### src/rtl/fetch_queue.sv
// Instruction-fetch front end: owns the PC, issues in-order fetches and buffers PC-tagged
// instructions in a circular queue for decode. Optional misaligned-redirect trap: FETCH_MISALIGN_CHECK_EN.
module fetch_queue #(
  parameter int              Width   = 32,
  parameter int              Depth   = 4,
  parameter logic [Width-1:0] ResetPc = '0
) (
  input  logic             clk,
  input  logic             rst,
  input  logic             redirect_valid,
  input  logic [Width-1:0] redirect_pc,
  output logic             mem_req_valid,
  input  logic             mem_req_ready,
  output logic [Width-1:0] mem_addr,
  input  logic             mem_resp_valid,
  input  logic [Width-1:0] mem_resp_data,
  output logic             out_valid,
  input  logic             out_ready,
  output logic [Width-1:0] out_pc,
  output logic [Width-1:0] out_instr,
  output logic             out_misaligned
);
  localparam int AW = (Depth > 1) ? $clog2(Depth) : 1;
  localparam int CW = $clog2(Depth + 1);

  typedef struct packed {
    logic [Width-1:0] pc;
    logic [Width-1:0] instr;
    logic             filled;
  } entry_t;

  entry_t           q [Depth];
  logic [AW-1:0]    head, tail, fptr;  // fptr: oldest entry still awaiting its response
  logic [CW-1:0]    occ, inflight, drop;
  logic [Width-1:0] pc;
  logic             accept, resp, pop, stall, alloc;

`ifdef FETCH_MISALIGN_CHECK_EN
  logic             mis_q [Depth];
  logic             mis_pend, halt;
  assign stall          = mis_pend | halt;
  assign alloc          = mis_pend;
  assign out_misaligned = out_valid & mis_q[head];
`else
  assign stall          = 1'b0;
  assign alloc          = 1'b0;
  assign out_misaligned = 1'b0;
`endif

  assign mem_req_valid = !rst && !redirect_valid && (occ < CW'(Depth)) && (drop == '0) && !stall;
  assign mem_addr      = pc;
  assign accept        = mem_req_valid & mem_req_ready;
  assign resp          = mem_resp_valid;
  assign out_valid     = q[head].filled;
  assign out_pc        = out_valid ? q[head].pc : '0;
  assign out_instr     = out_valid ? q[head].instr : '0;
  assign pop           = out_valid & out_ready;

  always_ff @(posedge clk or posedge rst) begin
    if (rst) begin
      pc       <= ResetPc;
      head     <= '0;
      tail     <= '0;
      fptr     <= '0;
      occ      <= '0;
      inflight <= '0;
      drop     <= '0;
      for (int i = 0; i < Depth; i++) q[i] <= '0;
`ifdef FETCH_MISALIGN_CHECK_EN
      for (int i = 0; i < Depth; i++) mis_q[i] <= 1'b0;
      mis_pend <= 1'b0;
      halt     <= 1'b0;
`endif
    end else begin
      inflight <= inflight + CW'(accept) - CW'(resp);
      if (redirect_valid) begin
        // Everything still outstanding belongs to the old stream, including a response landing now.
        pc   <= redirect_pc;
        head <= '0;
        tail <= '0;
        fptr <= '0;
        occ  <= '0;
        drop <= inflight + CW'(accept) - CW'(resp);
        for (int i = 0; i < Depth; i++) q[i].filled <= 1'b0;
`ifdef FETCH_MISALIGN_CHECK_EN
        mis_pend <= |redirect_pc[1:0];
        halt     <= 1'b0;
`endif
      end else begin
        if (accept) begin
          q[tail].pc     <= pc;
          q[tail].filled <= 1'b0;
`ifdef FETCH_MISALIGN_CHECK_EN
          mis_q[tail]    <= 1'b0;
`endif
          tail <= tail + AW'(1);
          pc   <= pc + Width'(4);
        end
`ifdef FETCH_MISALIGN_CHECK_EN
        // Marker entry stands in for the fetch; no request is ever pending behind it.
        if (mis_pend) begin
          q[tail]     <= '{pc: pc, instr: '0, filled: 1'b1};
          mis_q[tail] <= 1'b1;
          tail        <= tail + AW'(1);
          fptr        <= tail + AW'(1);
          mis_pend    <= 1'b0;
          halt        <= 1'b1;
        end
`endif
        if (resp) begin
          if (drop != '0) begin
            drop <= drop - CW'(1);
          end else begin
            q[fptr].instr  <= mem_resp_data;
            q[fptr].filled <= 1'b1;
            fptr           <= fptr + AW'(1);
          end
        end
        if (pop) begin
          q[head].filled <= 1'b0;
          head           <= head + AW'(1);
        end
        occ <= occ + CW'(accept) + CW'(alloc) - CW'(pop);
      end
    end
  end
endmodule

### config.mk
export PLATFORM = sky130hd
export DESIGN_NAME = fetch_queue
export DESIGN_NICKNAME = d
export VERILOG_FILES = /design/src/rtl/fetch_queue.sv
export SDC_FILE = /design/constraint.sdc
export NUM_CORES = 1
export LEC_CHECK = 0
export ABC_CLOCK_PERIOD_IN_PS = 11260
export CAP_MARGIN = 30
export CORE_UTILIZATION = 45
export CTS_CLUSTER_SIZE = 40
export DETAILED_ROUTE_END_ITERATION = 10
export GPL_TIMING_DRIVEN = 0
export PLACE_DENSITY_LB_ADDON = 0.05
export SETUP_SLACK_MARGIN = 0.02
export SYNTH_ARGS = -nofsm -noshare
export SYNTH_HDL_FRONTEND = slang
export SYNTH_SLANG_ARGS = --single-unit
### constraint.sdc
create_clock -name clk -period 11.26 [get_ports clk]
set_input_delay 2.252 -clock clk [delete_from_list [all_inputs] [get_ports clk]]
set_output_delay 2.252 -clock clk [all_outputs]
set_load 0.05 [all_outputs]
Word level (Yosys, flattened, before mapping). Index checks and enable logic that the tools add are counted.

Register bits: 307. Input port bits: 70. Output and inout bits: 99. Word-level logic and storage cells: 100.

Add/sub/neg operators: 9. $lt $le $gt $ge: 7. Equal/unequal tests: 1. Muxes and demuxes: 43. Bitwise logic cells: 5. Reduce and logical (&&, ||, !) cells: 16.

Operators with widths (number): $mux 260 (6); $bwmux 260 (5); $demux 65 s2 (5); $mux 65 (3); $bmux 65 s2 (1); $mux 32 (4); $mux 33 (1); $add 32x3->32 const B (1); $mux 2 (7); $mux 3 (4); $ge 3x3->1 const B (3); $lt 3x1->1 const B (3); $not 2->3 (3); $reduce_bool 2->1 (4); $mux 1 (7); $add 2x1->2 const B (3); $add 3x1->3 (2); $logic_and 1x1->1 (6); $sub 3x1->3 (2); $reduce_and 2->1 (2); $logic_not 3->1 (1); $lt 3x3->1 const B (1); $reduce_bool 3->1 (1); $sub 3x1->3 const B (1); 3 further kinds (5).

Depth between registers and ports, before layout.
Depth in word-level cells: 17. Depth in mapped cells: 16. Gate-level depth less buffers: 14.

Worst setup path after synthesis. OpenSTA, ideal clock, no wires.

Path type: input to output. Start: input redirect_valid. End: output mem_req_valid. Arrival time: 3463 ps. Data required time: 9008 ps. Path slack: 5545 ps. Cell stages on the path: 3. Path buffers: 1. Cells stage by stage: buf_2 or3_4 nor2_1.

Cells in the longest elaborated chain, start to end: 4.

RTL lines: from (decl) (line 10) `input logic redirect_valid,`; $logic_not 1->1 (line 50) `assign mem_req_valid = !rst && !redirect_valid && (occ < CW'(Depth)) && (drop == '0) && !stall;`; $logic_and 1x1->1 (3 in series) (line 50); to (decl) (line 12) `output logic mem_req_valid,`.

Every way passes these cells.

Worst setup path in the final report.
Start: input rst. End: output mem_req_valid.

Cells in the longest elaborated chain, start to end: 4.

RTL lines: from (decl) (line 9) `input logic rst,`; $logic_not 1->1 (no line); $logic_and 1x1->1 (3 in series) (line 50).

Every way passes these cells.

==> impl_results.md <==
- Clock power frac: 32.8%
- Top cell type's share of synthesized area: 53.0%
- Pwr Total: 3470 uW
- Post-DRT Antenna Nets: 0
- Number of iterations in the first detailed-routing pass: 4
- Slew Limit Fails: 0
- Crit path max-delay family: buffers and inverters
- First-pass GRT wire length: 54700 um
- FP Rows: 65
- DR WL met2: 16900 um
- Register bit total from synthesis: 307
- Achievable frequency: 151 MHz
- Net Switching: 987 uW
- Crit-path slowest cell: clkdlybuf4s50_1
- Mapped Area: 14500 um^2
- Vias in the first global route: 9433
- Die height: 181 um
- Critical Path Stages: 4
- Clk sinks: 307
- Worst EP required: 9.01 ns
- Max_slew headroom: 26.6%
- Peak supply drop: 0.116 mV
- Vias per cell: 5.54
- Final hold violation count: 0
- Worst hold stages: 1
- RD Place Congestion: 0.735
- WP buf/inv: 2
- CP endpoint kind: primary output
- Initial antenna violation count: 1
- Total wire length: 34500 um
- Synthesized instance count: 1040
- Yosys Warn Count: 0
- Sw Ratio: 28.5%
- Final TNS setup: 0 ns
- Commonest cells after routing, fill and taps aside: 307 x dfrtp_1, 256 x mux2_2, 166 x clkdlybuf4s50_1
- CP Cell Sequence: clkdlybuf4s50_1 > or3_4 > nor2_1 > clkdlybuf4s50_1
- Biggest cell delay along the critical path: 0.85 ns
- Status: complete, no violations
- Resize count post-CTS: 0
- Tmin final: 6.64 ns
- Met3 wire length: 1570 um
- First-iteration detailed-routing DRC count: 434
- Depth of the CTS H-tree: 2
- Prevailing post-synth register cell: dfrtp_1
- Final core occ: 56.5%
- PwrDens: 194 nW/um^2
- Vias post-DR: 9249
- Global route overflow: 0
- Slew @ Worst Pin: 1.09 ns
- Setup violators final: 0
- Post-synth EDFFs: 0
- RSZ-0062 raised after global routing: no
- Post-CTS setup repair buffer count: 0
- # DRC: 0
- CTS tree: built
- Maxcap violations: 0
- Clock slew at reported path FFs: 0.06 ns
- Most common cell after layout, fill and taps aside: dfrtp_1
- Hpwl dp: 23100 um
- Crit path top cell by count: clkdlybuf4s50_1
- WL per Instance: 20.7 um
- Async set-reset flop share out of synthesis: 100%
- Number of buffers added on ports: 166
- Clock Tree Root: clkbuf_16
- Max Used Layer: met4
- Pleak: 0.00803 uW
- Post-cts hold buffer count: 0
- Clk_lat worst skew: 0.51 ns
- Die width: 181 um
- HP Class: reg -> reg
- Clock skew: 0.0175 ns
- Syn Area/Cell: 13.9 um^2
- Max FO, Critical Path: 4
- Synth area leader: dfrtp_1
- Startpoint Class: primary input
- Netlist cell types: 53
- Core Region: 31600 um^2
- Int Pwr: 2480 uW
- CTS max path bufs: 3
- Worst EP arrival: 4.39 ns
- Sequential area share after synthesis: 53.0%
- Antenna fix cells: 0
- Placed Instances: 1610
- Met1 Wirelength: 15500 um
- Die area: 32900 um^2
- Post-Layout Cell Count: 1671
- Cts bufs inserted: 35
- Net Count, Synth: 1131
- Layout area overhead: 23.4%
- Largest net degree at the start of global routing: 121
- Nets: 1336
- Sequential Power Share: 41.8%
- Worst Setup Path Type: in -> out
- Final critical-path share of the clock period: 59.0%
- Io pins: 169
- Main area contributors after synthesis: dfrtp_1 53%, mux2_2 20%, mux4_2 9.9%
- Comb pwr share: 25.4%
- Starting density of the core: 45.8%
- Overall Global Routing Usage: 21.6%
- R2R depth: 16
- Fraction of layout cells with a size suffix above 1: 33.3%
-- path summary, 6_finish.rpt --
| kind | from | endpoint | slack, ns |
|---|---|---|---|
| max in group asynchronous | rst | asynchronous set/reset pin | 7.39 |
| setup reg to reg | drop[0]$_DFFE_PP0P_ | drop[2]$_DFFE_PP0P_ | 7.86 |
| hold reg to reg | inflight[2]$_DFF_PP0_ | inflight[2]$_DFF_PP0_ | 0.47 |
| setup / recovery | rst | mem_req_valid | 4.62 |
| min in group asynchronous | rst | tail[1]$_DFFE_PP0N_ | 2.37 |
| hold / removal | inflight[2]$_DFF_PP0_ | inflight[2]$_DFF_PP0_ | 0.47 |
-- kinds of logic after synthesis --
kind of cell	share of synthesized area, %
mux	30.5
xor+xnor	0.726
simple gates	7.94
fa+ha+maj	1.92
other cells	0.0259
flops	53.0
compound gates	3.13
buf+inv	2.76
-- layout make-up --
type / count / area (um^2)
clock buffers: 53 / 1100
repair buffers: 168 / 1720
multi-input cells: 638 / 6400
inverters: 19 / 78.8
well taps: 402 / 503
flip-flops and latches: 307 / 7680
fillers: 2674 / 13800
plain buffers: 76 / 329
clock inverters: 8 / 67.6
-- through the flow --
step / instance area [um^2] / hold WS, ns / worst slack, ns
final: 17900 / 0.474 / 4.62
after global routing: 17900 / 0.505 / 4.59
after CTS: 17900 / 0.477 / 4.65
after detailed placement: 16700 / 0.464 / 4.65
after global placement: 16700 / 0.458 / -3.86
after floorplan: 14500 / 0.444 / 0.520
-- power groups by stage --
stage	Clock (uW)	Sequential, uW	Combinational [uW]
2_1_floorplan	0	1470	626
3_3_place_gp	0	1460	874
3_5_place_dp	0	1470	892
4_1_cts	1160	1450	895
5_1_grt	1210	1480	951
6_report	1140	1450	881
-- layer usage --
metal / GRT usage (%) / vias up
li1: - / 4201
met5: 0 / -
met4: 5.22 / 0
met2: 35.9 / 218
met1: 29.8 / 4788
met3: 3.43 / 42
-- cell usage after synthesis (6+ instances only) --
master    number
nand4_1       12
inv_1         18
buf_1         12
ha_1          19
nand2_1       48
mux2_2       256
buf_2         28
nor2_1        24
and3_1         6
o211ai_1       6
clkbuf_1      31
a21oi_1        7
a22oi_1        7
nor2b_1       65
o21ai_0       25
xnor2_1        8
nand3_1       16
dfrtp_1      307
mux4_2        64
mux2i_1        9
Note: power is estimated with default switching activity, not from simulation.
